[src/rtl/btn_debounce_bit.sv]
// One debounced button channel: two-flop synchronizer, stability counter,
// debounced level, one-cycle press/release pulses and a press-toggled bit.
module btn_debounce_bit #(
    parameter int DEBOUNCE_CYCLES = 1000000
) (
    input  logic clk,
    input  logic reset,
    input  logic btn,
    output logic level,
    output logic press_pulse,
    output logic release_pulse,
    output logic toggle
);

    localparam int CNT_W = $clog2(DEBOUNCE_CYCLES + 1);
    localparam logic [CNT_W-1:0] CNT_LAST = CNT_W'(DEBOUNCE_CYCLES - 1);

    logic             sync_meta;
    logic             sync_q;
    logic [CNT_W-1:0] cnt;

    // NOTE: every register here uses <= so each flop samples the values from
    // before the edge; blocking writes would collapse the synchronizer stages.
    always_ff @(posedge clk) begin
        if (reset) begin
            sync_meta     <= 1'b0;
            sync_q        <= 1'b0;
            cnt           <= '0;
            level         <= 1'b0;
            press_pulse   <= 1'b0;
            release_pulse <= 1'b0;
            toggle        <= 1'b0;
        end else begin
            sync_meta     <= btn;
            sync_q        <= sync_meta;
            press_pulse   <= 1'b0;
            release_pulse <= 1'b0;

            if (sync_q == level) begin
                cnt <= '0;
            end else if (cnt == CNT_LAST) begin
                // Difference has held for DEBOUNCE_CYCLES cycles: accept it.
                level         <= sync_q;
                cnt           <= '0;
                press_pulse   <= sync_q;
                release_pulse <= ~sync_q;
                if (sync_q) begin
                    toggle <= ~toggle;
                end
            end else begin
                cnt <= cnt + CNT_W'(1);
            end
        end
    end

endmodule

[src/rtl/btn_debounce.sv]
// Multi-channel button debouncer: WIDTH independent copies of btn_debounce_bit
// sharing one clock and synchronous reset.
module btn_debounce #(
    parameter int WIDTH           = 2,
    parameter int DEBOUNCE_CYCLES = 1000000
) (
    input  logic             CLK,
    input  logic             RESET,
    input  logic [WIDTH-1:0] BTN,
    output logic [WIDTH-1:0] BTN_LEVEL,
    output logic [WIDTH-1:0] BTN_PRESS,
    output logic [WIDTH-1:0] BTN_RELEASE,
    output logic [WIDTH-1:0] BTN_TOGGLE
);

    for (genvar i = 0; i < WIDTH; i++) begin : g_ch
        btn_debounce_bit #(
            .DEBOUNCE_CYCLES(DEBOUNCE_CYCLES)
        ) u_bit (
            .clk          (CLK),
            .reset        (RESET),
            .btn          (BTN[i]),
            .level        (BTN_LEVEL[i]),
            .press_pulse  (BTN_PRESS[i]),
            .release_pulse(BTN_RELEASE[i]),
            .toggle       (BTN_TOGGLE[i])
        );
    end

endmodule

[config.mk]
export PLATFORM = sky130hd
export DESIGN_NAME = btn_debounce
export DESIGN_NICKNAME = d
export VERILOG_FILES = /design/src/rtl/btn_debounce_bit.sv /design/src/rtl/btn_debounce.sv
export SDC_FILE = /design/constraint.sdc
export NUM_CORES = 1
export LEC_CHECK = 0
export BUFFER_PORTS_ARGS = -buffer_cell sky130_fd_sc_hd__buf_2
export CAP_MARGIN = 10
export CORE_MARGIN = 8
export CORE_UTILIZATION = 30
export CTS_CLUSTER_SIZE = 24
export DETAILED_ROUTE_END_ITERATION = 8
export GPL_ROUTABILITY_DRIVEN = 0
export HOLD_SLACK_MARGIN = 0.08
export PLACE_DENSITY = 0.43
export SYNTH_ARGS = -nofsm -noshare
export SYNTH_HDL_FRONTEND = slang
export SYNTH_SLANG_ARGS = --single-unit
export TNS_END_PERCENT = 20
[constraint.sdc]
create_clock -name CLK -period 2.2 [get_ports CLK]
set_input_delay 0.44 -clock CLK [delete_from_list [all_inputs] [get_ports CLK]]
set_output_delay 0.44 -clock CLK [all_outputs]
set_load 0.01 [all_outputs]
**After elaboration in Yosys (flattened, before gate mapping)**

Cells that the tools add are included.

- Bits in registers: 52
- Input port bits: 4
- Output and inout port bits: 8
- Logic and storage cells: 36

- Add/sub/neg operators: 2
- Eq/ne operators: 4
- Bitwise logic cells: 8
- Reductions and logical operators: 8

Operator list:

| cell | count |
|---|---|
| $add 20x1->20 const B | 2 |
| $eq 20x20->1 const B | 2 |
| $reduce_or 3->1 | 4 |
| $not 1->1 | 8 |
| $reduce_and 3->1 | 2 |
| $reduce_and 2->1 | 2 |
| $eq 1x1->1 | 2 |

**Depth between registers and ports, before layout**

- Depth in word-level cells: 3
- Gate-level depth with buffers: 6
- Gate-level depth less buffers: 5

**Hierarchy**

A second synthesis with hierarchy kept.

- Cells, all modules: 251
- Area, all modules: 2250.9 um^2

Modules (own cells, without submodules):

| module | instances | cells each | area each (um^2) | seq. area each (um^2) |
|---|---|---|---|---|
| btn_debounce_bit at g_ch[0].u_bit | 1 | 125 | 1131.1 | 520.5 |
| btn_debounce_bit at g_ch[1].u_bit | 1 | 126 | 1119.8 | 520.5 |

**Least setup slack after synthesis**

OpenSTA, ideal clock, no wires.

- Kind: reg-to-reg
- From: reg g_ch[0].u_bit.cnt[0]
- To: reg g_ch[0].u_bit.cnt[18]
- Library setup time: 0.073 ns
- Data arrival time: 1.774 ns
- Data required time: 2.127 ns
- Slack: 0.353 ns
- Stages on the path, launching flop included: 7
- Path buffers: 1
- Period minus slack after synthesis: 1.847 ns
- Path through: dfxtp_1 ha_1 nand2_1 or4_1 clkbuf_1 or3_1 a21oi_1

- Word-level cells in the longest chain between the ends: 2
- Elaborated cells on any way between the ends: 3
- Those cells by class: 1 x add/sub; 1 x eq/ne; 1 x reduce/logical

Ends and longest elaborated chain:

| what | line | text |
|---|---|---|
| from (decl) | btn_debounce_bit.sv:20 | `logic [CNT_W-1:0] cnt;` |
| from (signal assigned) | btn_debounce_bit.sv:51 | `cnt <= cnt + CNT_W'(1);` |
| parallel branches: the longest is 2 deep, another holds $add 20x1->20 | - |  |

Parallel ways; which one is timed is not known.
A chain may end at the register's enable or synchronous reset.

**Worst setup path after layout**

- From: reg g_ch[0].u_bit.cnt[3]
- To: reg g_ch[0].u_bit.cnt[19]

Same word-level chain as after synthesis.

==> results.json <==
{
  "status": "finished clean",
  "final_cell_area_mm2": 0.00250,
  "hold_viol": 0,
  "grt_pass1_wl_um": 7710,
  "start_kind": "flop",
  "use_met1": 0.125,
  "syn-num-nets": 265,
  "nets": 273,
  "worstSkewPairLatency_ns": 0.30,
  "portBuffers": 11,
  "syn_avg_cell_area_um2": 8.76,
  "yosysWarnings": 0,
  "critPathMaxFanout": 8,
  "ir_worst_vdd_mv": 0.357,
  "rsz0062_at_grt": "no",
  "yosys-top-cells-area": "dfxtp_1 (46%), xor2_1 (5.0%), a21oi_1 (4.4%), nor2_1 (4.1%), xnor2_1 (3.5%)",
  "max_freq_mhz": 501,
  "cts_hold_buf": 0,
  "maxSlewViolCount": 0,
  "busiest_layer": "met2",
  "final_cell_mix": "dfxtp_1 (52), nor2_1 (25), a21oi_1 (20)",
  "initial_utilization": 0.311,
  "ant_nets": 0,
  "yosys.area.top_type": "dfxtp_1",
  "crit_top_cell": "or4_1",
  "syn_inst": 259,
  "avgViaCountPerCell": 4.79,
  "holdWs_ns": 0.359,
  "drv_cap": 0,
  "die_y_um": 103,
  "place_area_mm2": 0.00240,
  "fin_crit_ns": 2.00,
  "ctsResizeCount": 0,
  "synth_flop_cell": "dfxtp_1",
  "worstMarginPinSlew_ns": 0.505,
  "final_common_cell": "dfxtp_1",
  "synth_top_cell_area_share": 0.459,
  "ctsRootBufferMaster": "clkbuf_8",
  "seq_area_frac_synth": 0.459,
  "path_cells": "nand3_2 > or4_1 > or4_1 > a21oi_1",
  "core_mm2": 0.00729,
  "pin_count": 12,
  "setup_violations": 0,
  "cp-startpoint": "g_ch[0].u_bit.cnt[3]",
  "hpwl_um": 3240,
  "end_kind": "flop",
  "antenna_cells": 0,
  "hp-start": "BTN[1]",
  "path_class": "reg -> reg",
  "gr-usage-met2": 0.133,
  "num_rows": 31,
  "drt_first_iter_violations": 51,
  "p_total_w": 0.00159,
  "wl_per_cell_um": 12.4,
  "die_x_um": 103,
  "synth_edf_count": 0,
  "clock_path_buffers": 2,
  "cts_buffers": 5,
  "required_ns": 2.43,
  "relSlewSlack": 0.658,
  "grt_remaining_overflow": 0,
  "grt_max_degree": 20,
  "hp-class": "in -> reg",
  "arrival_ns": 2.22,
  "first_global_vias": 1638,
  "cts_tree": "done",
  "layout-drive-gt1-share": 0.109,
  "grt_usage": 0.0915,
  "ys_ff_latch": 52,
  "async_flop_share": 0,
  "dr_total_vias": 1749,
  "tns_ns": 0,
  "reg2reg_from": "g_ch[0].u_bit.cnt[3]",
  "area_growth_pct": 10.3,
  "path_clk_slew_ns": 0.09,
  "grtUsageMet3": 0.0277,
  "clock_sink_count": 52,
  "drt-total-wl_um": 4520,
  "htree_num_levels": 2,
  "fin_worst_skew_ns": 0.0113,
  "drc": 0,
  "fin_util": 0.343,
  "die_area_mm2": 0.0106,
  "critPathMaxStageDelay_ns": 0.70,
  "period_share": 0.907,
  "yosysUniqueCellTypes": 32,
  "leakage_nw": 0.770,
  "drtPass1Iterations": 4,
  "critPathSlowestCell": "or4_1",
  "post-cts-setup-buffers": 0,
  "antenna_found_initial": 0,
  "pwr_density_cell_mw_per_mm2": 637,
  "synth_area_mm2": 0.00227
}
## worst paths after layout
kind,to,slack (ns),cells past startpoint
setup reg to reg,g_ch[0].u_bit.cnt[19],0.20,4
setup / recovery,g_ch[0].u_bit.cnt[19],0.20,4
hold / removal,g_ch[1].u_bit.sync_meta,0.36,2
hold reg to reg,g_ch[1].u_bit.sync_q,0.45,1
## cell families (layout without fill, tap and decap cells)
logic type | count (synthesis) | count (layout) | share of synthesized area
flops | 52 | 52 | 0.459
xor+xnor | 22 | 22 | 0.0849
fa+ha+maj | 2 | 2 | 0.0110
compound gates | 39 | 39 | 0.0915
simple gates | 123 | 123 | 0.304
buf+inv | 21 | 28 | 0.0496
## synthesized netlist by cell type, types with 6 or more instances
| cell | instances |
|---|---|
| a21oi_1 | 20 |
| buf_4 | 8 |
| clkbuf_1 | 6 |
| dfxtp_1 | 52 |
| nand2_1 | 12 |
| nand3_1 | 15 |
| nand4_1 | 11 |
| nor2_1 | 25 |
| nor2b_1 | 6 |
| nor3_1 | 7 |
| o21ai_0 | 12 |
| or3_1 | 9 |
| or4_1 | 7 |
| xnor2_1 | 9 |
| xor2_1 | 13 |
## flip-flops by register name, indices dropped and copies added (netlist names)
| signal | count |
|---|---|
| g_ch.u_bit.toggle | 2 |
| g_ch.u_bit.release_pulse | 2 |
| g_ch.u_bit.cnt | 40 |
| g_ch.u_bit.level | 2 |
| g_ch.u_bit.press_pulse | 2 |
| g_ch.u_bit.sync_q | 2 |
| g_ch.u_bit.sync_meta | 2 |
## worst max-delay path, delay by kind of cell (launching register included)
| family | cells | cell delay [ns] |
|---|---|---|
| flops | 1 | 0.42 |
| compound gates | 1 | 0.14 |
| simple gates | 3 | 1.37 |
## area by class of cell
class | count | area, um2
clock buffer | 5 | 68.8
multi-input combinational | 186 | 1120
sequential | 52 | 1040
clock inverter | 1 | 30.0
timing repair buffer | 18 | 108
tap | 99 | 124
fill | 785 | 4790
inverter | 4 | 15.0
## report_power, final
group           total, W  internal [W]  switching [W]
registers       0.000947      0.000945     0.00000227
logic          0.0000206    0.00000735      0.0000132
clock network   0.000626      0.000327       0.000298
total            0.00159       0.00128       0.000314
## per-stage QoR
stage	instances	worst slack (ns)
final	365	0.204
after CTS	365	0.197
after detailed placement	359	0.234
after global placement	359	0.267
after global routing	365	0.00982
after floorplan	259	0.353
## layer usage
layer / part of all wire / routed length [um]
met5: 0 / 0
met4: 0.0066 / 30
met3: 0.042 / 190
met2: 0.42 / 1910
met1: 0.53 / 2390
Note: power is estimated with default switching activity, not from simulation.
